[src/rtl/puf_crp_harvester.sv]
// Challenge driver and response collector for one arbiter PUF level:
// LFSR challenges, arm/settle/sample per bit, majority vote, 32-bit words over valid/ready.
module puf_crp_harvester #(
    parameter int unsigned SETTLE_CYCLES = 8,
    parameter int unsigned VOTES         = 5,
    parameter logic [31:0] SEED          = 32'hACE1_1234
) (
    input  logic        clk,
    input  logic        clr,
    input  logic        start,
    input  logic [7:0]  n_words,
    input  logic [31:0] seed,
    output logic        busy,
    output logic [31:0] puf_C,
    output logic        puf_clr,
    input  logic        puf_r,
    output logic        out_valid,
    input  logic        out_ready,
    output logic [31:0] resp_data,
    output logic [31:0] chal_first,
    output logic [5:0]  unstable_cnt
);

    localparam int unsigned CW        = 8;
    localparam int unsigned VW        = 4;
    localparam logic [31:0] LFSR_TAPS = 32'h8020_0003;

    typedef enum logic [2:0] {IDLE, ARM, SETTLE, SAMPLE, DECIDE, OUT} state_t;

    state_t          state, state_nx;
    logic [7:0]      words_left;
    logic [4:0]      bit_idx;
    logic [CW-1:0]   settle_cnt;
    logic [VW-1:0]   vote_cnt;
    logic [VW-1:0]   ones;
    logic            resp_bit_c;
    logic            unstable_c;

    function automatic logic [31:0] lfsr_next(input logic [31:0] s);
        logic [31:0] n;
        n = s >> 1;
        if (s[0]) n = n ^ LFSR_TAPS;
        return n;
    endfunction

    // Next-state and vote decision
    always_comb begin
        state_nx   = state;
        resp_bit_c = (ones > VW'(VOTES / 2));
        unstable_c = (ones != '0) && (ones != VW'(VOTES));
        case (state)
            IDLE:    if (start && (n_words != 8'd0)) state_nx = ARM;
            ARM:     state_nx = SETTLE;
            SETTLE:  if (settle_cnt == CW'(SETTLE_CYCLES - 1)) state_nx = SAMPLE;
            SAMPLE:  if (vote_cnt == VW'(VOTES - 1)) state_nx = DECIDE;
            DECIDE:  state_nx = (bit_idx == 5'd31) ? OUT : ARM;
            OUT:     if (out_ready) state_nx = (words_left == 8'd1) ? IDLE : ARM;
            default: state_nx = IDLE;
        endcase
    end

    always_ff @(posedge clk) begin
        if (!clr) state <= IDLE;
        else      state <= state_nx;
    end

    // Datapath; status outputs are registered copies of the next state
    always_ff @(posedge clk) begin
        if (!clr) begin
            busy         <= 1'b0;
            puf_clr      <= 1'b0;
            out_valid    <= 1'b0;
            puf_C        <= '0;
            resp_data    <= '0;
            chal_first   <= '0;
            unstable_cnt <= '0;
            words_left   <= '0;
            bit_idx      <= '0;
            settle_cnt   <= '0;
            vote_cnt     <= '0;
            ones         <= '0;
        end else begin
            busy      <= (state_nx != IDLE);
            puf_clr   <= (state_nx == ARM);
            out_valid <= (state_nx == OUT);
            case (state)
                IDLE: begin
                    if (state_nx == ARM) begin
                        words_left   <= n_words;
                        puf_C        <= (seed == 32'd0) ? SEED : seed;
                        bit_idx      <= '0;
                        resp_data    <= '0;
                        unstable_cnt <= '0;
                    end
                end
                ARM: begin
                    if (bit_idx == 5'd0) chal_first <= puf_C;
                    settle_cnt <= '0;
                end
                SETTLE: begin
                    settle_cnt <= settle_cnt + CW'(1);
                    vote_cnt   <= '0;
                    ones       <= '0;
                end
                SAMPLE: begin
                    vote_cnt <= vote_cnt + VW'(1);
                    ones     <= ones + VW'(puf_r);
                end
                DECIDE: begin
                    resp_data[bit_idx] <= resp_bit_c;
                    if (unstable_c) unstable_cnt <= unstable_cnt + 6'd1;
                    puf_C   <= lfsr_next(puf_C);
                    bit_idx <= bit_idx + 5'd1;
                end
                OUT: begin
                    if (out_ready) begin
                        words_left   <= words_left - 8'd1;
                        bit_idx      <= '0;
                        unstable_cnt <= '0;
                    end
                end
                default: ;
            endcase
        end
    end

endmodule

[config.mk]
export PLATFORM = sky130hd
export DESIGN_NAME = puf_crp_harvester
export DESIGN_NICKNAME = d
export VERILOG_FILES = /design/src/rtl/puf_crp_harvester.sv
export SDC_FILE = /design/constraint.sdc
export NUM_CORES = 1
export LEC_CHECK = 0
export BUFFER_PORTS_ARGS = -buffer_cell sky130_fd_sc_hd__buf_2
export CAP_MARGIN = 20
export CORE_UTILIZATION = 58
export CTS_CLUSTER_DIAMETER = 150
export DETAILED_ROUTE_END_ITERATION = 8
export PLACE_DENSITY = 0.85
export SYNTH_ARGS = -nofsm -noshare
export SYNTH_HDL_FRONTEND = slang
export SYNTH_SLANG_ARGS = --single-unit
[constraint.sdc]
create_clock -name clk -period 3.3 [get_ports clk]
set_input_delay 0.165 -clock clk [delete_from_list [all_inputs] [get_ports clk]]
set_output_delay 0.165 -clock clk [all_outputs]
set_load 0.02 [all_outputs]
==> summary.md <==
| Metric | Value |
|---|---|
| Max Cap Viol | `0` |
| Max VDD drop | `289 µV` |
| FF-to-FF End | `puf_C[21]` |
| Critical Path Fanout Max | `29` |
| RePlAce Congestion | `0.875` |
| Core Region | `10,900 µm²` |
| CP Data Arrival Time | `2690 ps` |
| Max H-tree Level | `4` |
| Dpl hpwl | `12,200 µm` |
| Mapped Avg Cell Area | `8.30 µm²` |
| Share of cells above drive strength 1 | `24.4%` |
| # diodes | `0` |
| Worst hold path startpoint | `seed[29]` |
| Element type at the critical path end | `flip-flop` |
| Post-detailed-route count of antenna-violating nets | `0` |
| Routed WL per cell | `17.7 µm` |
| Layout Nets | `960` |
| CTS tree | `built` |
| Total GRT Usage | `32.4%` |
| Clock buffer depth | `2` |
| Hold path endpoint | `puf_C[29]` |
| Area growth syn-to-layout | `19.9%` |
| Pwr dens | `521 nW/µm²` |
| Final setup viols | `0` |
| Yosys cell types | `68` |
| Leakage | `3.18 nW` |
| Cell Count Post-Placement | `1,023` |
| Max_slew headroom | `37.8%` |
| Chip height | `108 µm` |
| Worst Hold Class | `in2reg` |
| Final worst path period share | `72.0%` |
| Synth Cell Area | `6560 µm²` |
| Clk_skew | `9.63 ps` |
| Top cells by count, synth | `137 x dfxtp_1, 111 x nand2_1, 85 x a21oi_1, 56 x nor2_1, 50 x o21ai_0` |
| Grt ovf | `0` |
| Antenna violations before repair | `0` |
| CTS Hold Bufs | `0` |
| DRT Pass-1 Iters | `6` |
| EDFF count, synth | `0` |
| Yosys reg bits | `137` |
| Number of post-CTS setup repair buffers | `0` |
| Number of port buffers | `149` |
| Hold path depth | `2` |
| Seq/Total Area, Yosys | `41.8%` |
| Design area | `7860 µm²` |
| Final Critical Period | `2380 ps` |
| Chip Width | `108 µm` |
| Fin cells | `1,055` |
| Crit path largest cell delay | `790 ps` |
| Initial Utilization | `60.0%` |
| Most frequent cell after synthesis | `dfxtp_1` |
| Final Core Density | `71.9%` |
| CTS resizes | `0` |
| Slowest CP cell | `o211a_1` |
| Vias in the first global route | `5,964` |
| Net Count, Synth | `848` |
| Synth top area share | `41.8%` |
| Placed inst area | `7280 µm²` |
| Clock transition at path regs | `70 ps` |
| Reg2reg setup slack | `920 ps` |
| Pin count of the biggest net entering global routing | `58` |
| Final hold viol count | `0` |
| Later-pin clock latency in the skew report | `420 ps` |
| Final Max Tran Viols | `0` |
| # DRC | `0` |
| Status | `completed` |
| WS Path Type | `reg2reg` |
| Mapped Cells | `790` |
| Site Rows | `38` |
| DIE AREA | `11,700 µm²` |
| DRT Wirelength | `18,700 µm` |
| Largest area contributor in the netlist | `dfxtp_1` |
| Ys Warns | `0` |
| Initial drt markers | `776` |
| Total number of vias | `6,717` |
| # IOs | `150` |
| CTS Buf Count | `17` |
| DR vias/cell | `6.37` |
| Critical-path cell list | `nor2_1 > o211a_1 > o21ai_1 > o32ai_1` |
| First-pass GRT wire length | `29,900 µm` |
| Synth top area cells | `dfxtp_1 42%, a21oi_1 6.5%, nand2_1 6.4%` |
| R2R Path Start | `state[0]` |
| Root buffer cell | `clkbuf_16` |
| Max frequency | `0.421 GHz` |
| RSZ-0062 raised after global routing | `false` |
| Setup TNS | `0 ps` |
| Synth Flop Type | `dfxtp_1` |
| Startpoint types | `flip-flop` |
| Reg2Reg Depth | `4` |
| Worst Tran Pin Value | `928 ps` |
| Share of synthesized registers carrying an async set or reset | `0%` |
| Required time worst endpoint | `3610 ps` |
| Sink Count | `137` |
-- layer usage --
layer	part of all wire, %	up-vias	track usage (%)
li1	-	3137	-
met1	41	3116	43.1
met2	46	414	51.4
met3	9.4	50	5.61
met4	3.0	0	14.6
met5	0	-	0
-- placed cells by master, fill, tap and decap left out, types with 7 or more instances in the layout --
cell type,count
buf_2,149
dfxtp_1,137
nand2_1,111
a21oi_1,85
nor2_1,56
o21ai_0,50
nand3_1,34
a32o_1,23
a22oi_1,17
nor3_1,17
clkbuf_16,17
inv_1,13
ha_1,13
nor4_1,11
a31oi_1,11
a211oi_2,10
buf_4,10
and3_1,9
o32ai_1,9
o221a_1,9
o21ai_1,8
nand2b_1,7
-- worst max-delay path, delay by kind of cell (launching register included) --
kind            cells  cell delay [ps]
compound gates      3             1360
flops               1              540
simple gates        1              360
-- report_power, final --
part	switching [W]	internal, W
sequential	0.0000720	0.00171
combinational	0.000293	0.000151
clock	0.000802	0.00106
total	0.00117	0.00293
-- worst max-delay path by stage --
stage               depth (start not counted)  slack (ps)  startpoint             to
global route                                4         750    state[0]      puf_C[21]
detailed placement                          4        1000    state[0]  resp_data[12]
global placement                            4        1060    state[0]      puf_C[21]
floorplan                                   6        1590    state[2]      puf_C[26]
finish                                      4         920    state[0]      puf_C[21]
CTS                                         4         950    state[0]      puf_C[21]
-- cell type report --
class | count | area (µm²)
Inverter | 14 | 52.6
Fill cell | 866 | 3080
Clock inverter | 15 | 154
Tap cell | 140 | 175
Multi-Input combinational cell | 572 | 3470
Timing Repair Buffer | 160 | 841
Clock buffer | 17 | 425
Sequential cell | 137 | 2740
-- state kept, by name, indices dropped and copies added, names as in the netlist --
register / cells
bit_idx: 5
busy: 1
chal_first: 32
ones: 4
out_valid: 1
puf_C: 32
puf_clr: 1
resp_data: 32
settle_cnt: 8
state: 3
unstable_cnt: 6
vote_cnt: 4
words_left: 8
-- kinds of logic (layout without fill, tap and decap cells) --
kind of cell	after synthesis	in the layout	synth area share (%)
xor+xnor	7	7	0.935
buf+inv	81	206	5.32
simple gates	283	283	20.5
compound gates	265	265	28.3
mux	4	4	0.630
flops	137	137	41.8
fa+ha+maj	13	13	2.48
-- metrics by stage --
step                setup slack [ps]  total power, W  hold slack, ps
detailed placement               997         0.00225             443
floorplan                       1590         0.00210             333
global route                     749         0.00423            30.4
CTS                              954         0.00410            20.8
finish                           923         0.00409            23.3
global placement                1060         0.00225             440
(Power assumes the default switching activity.)
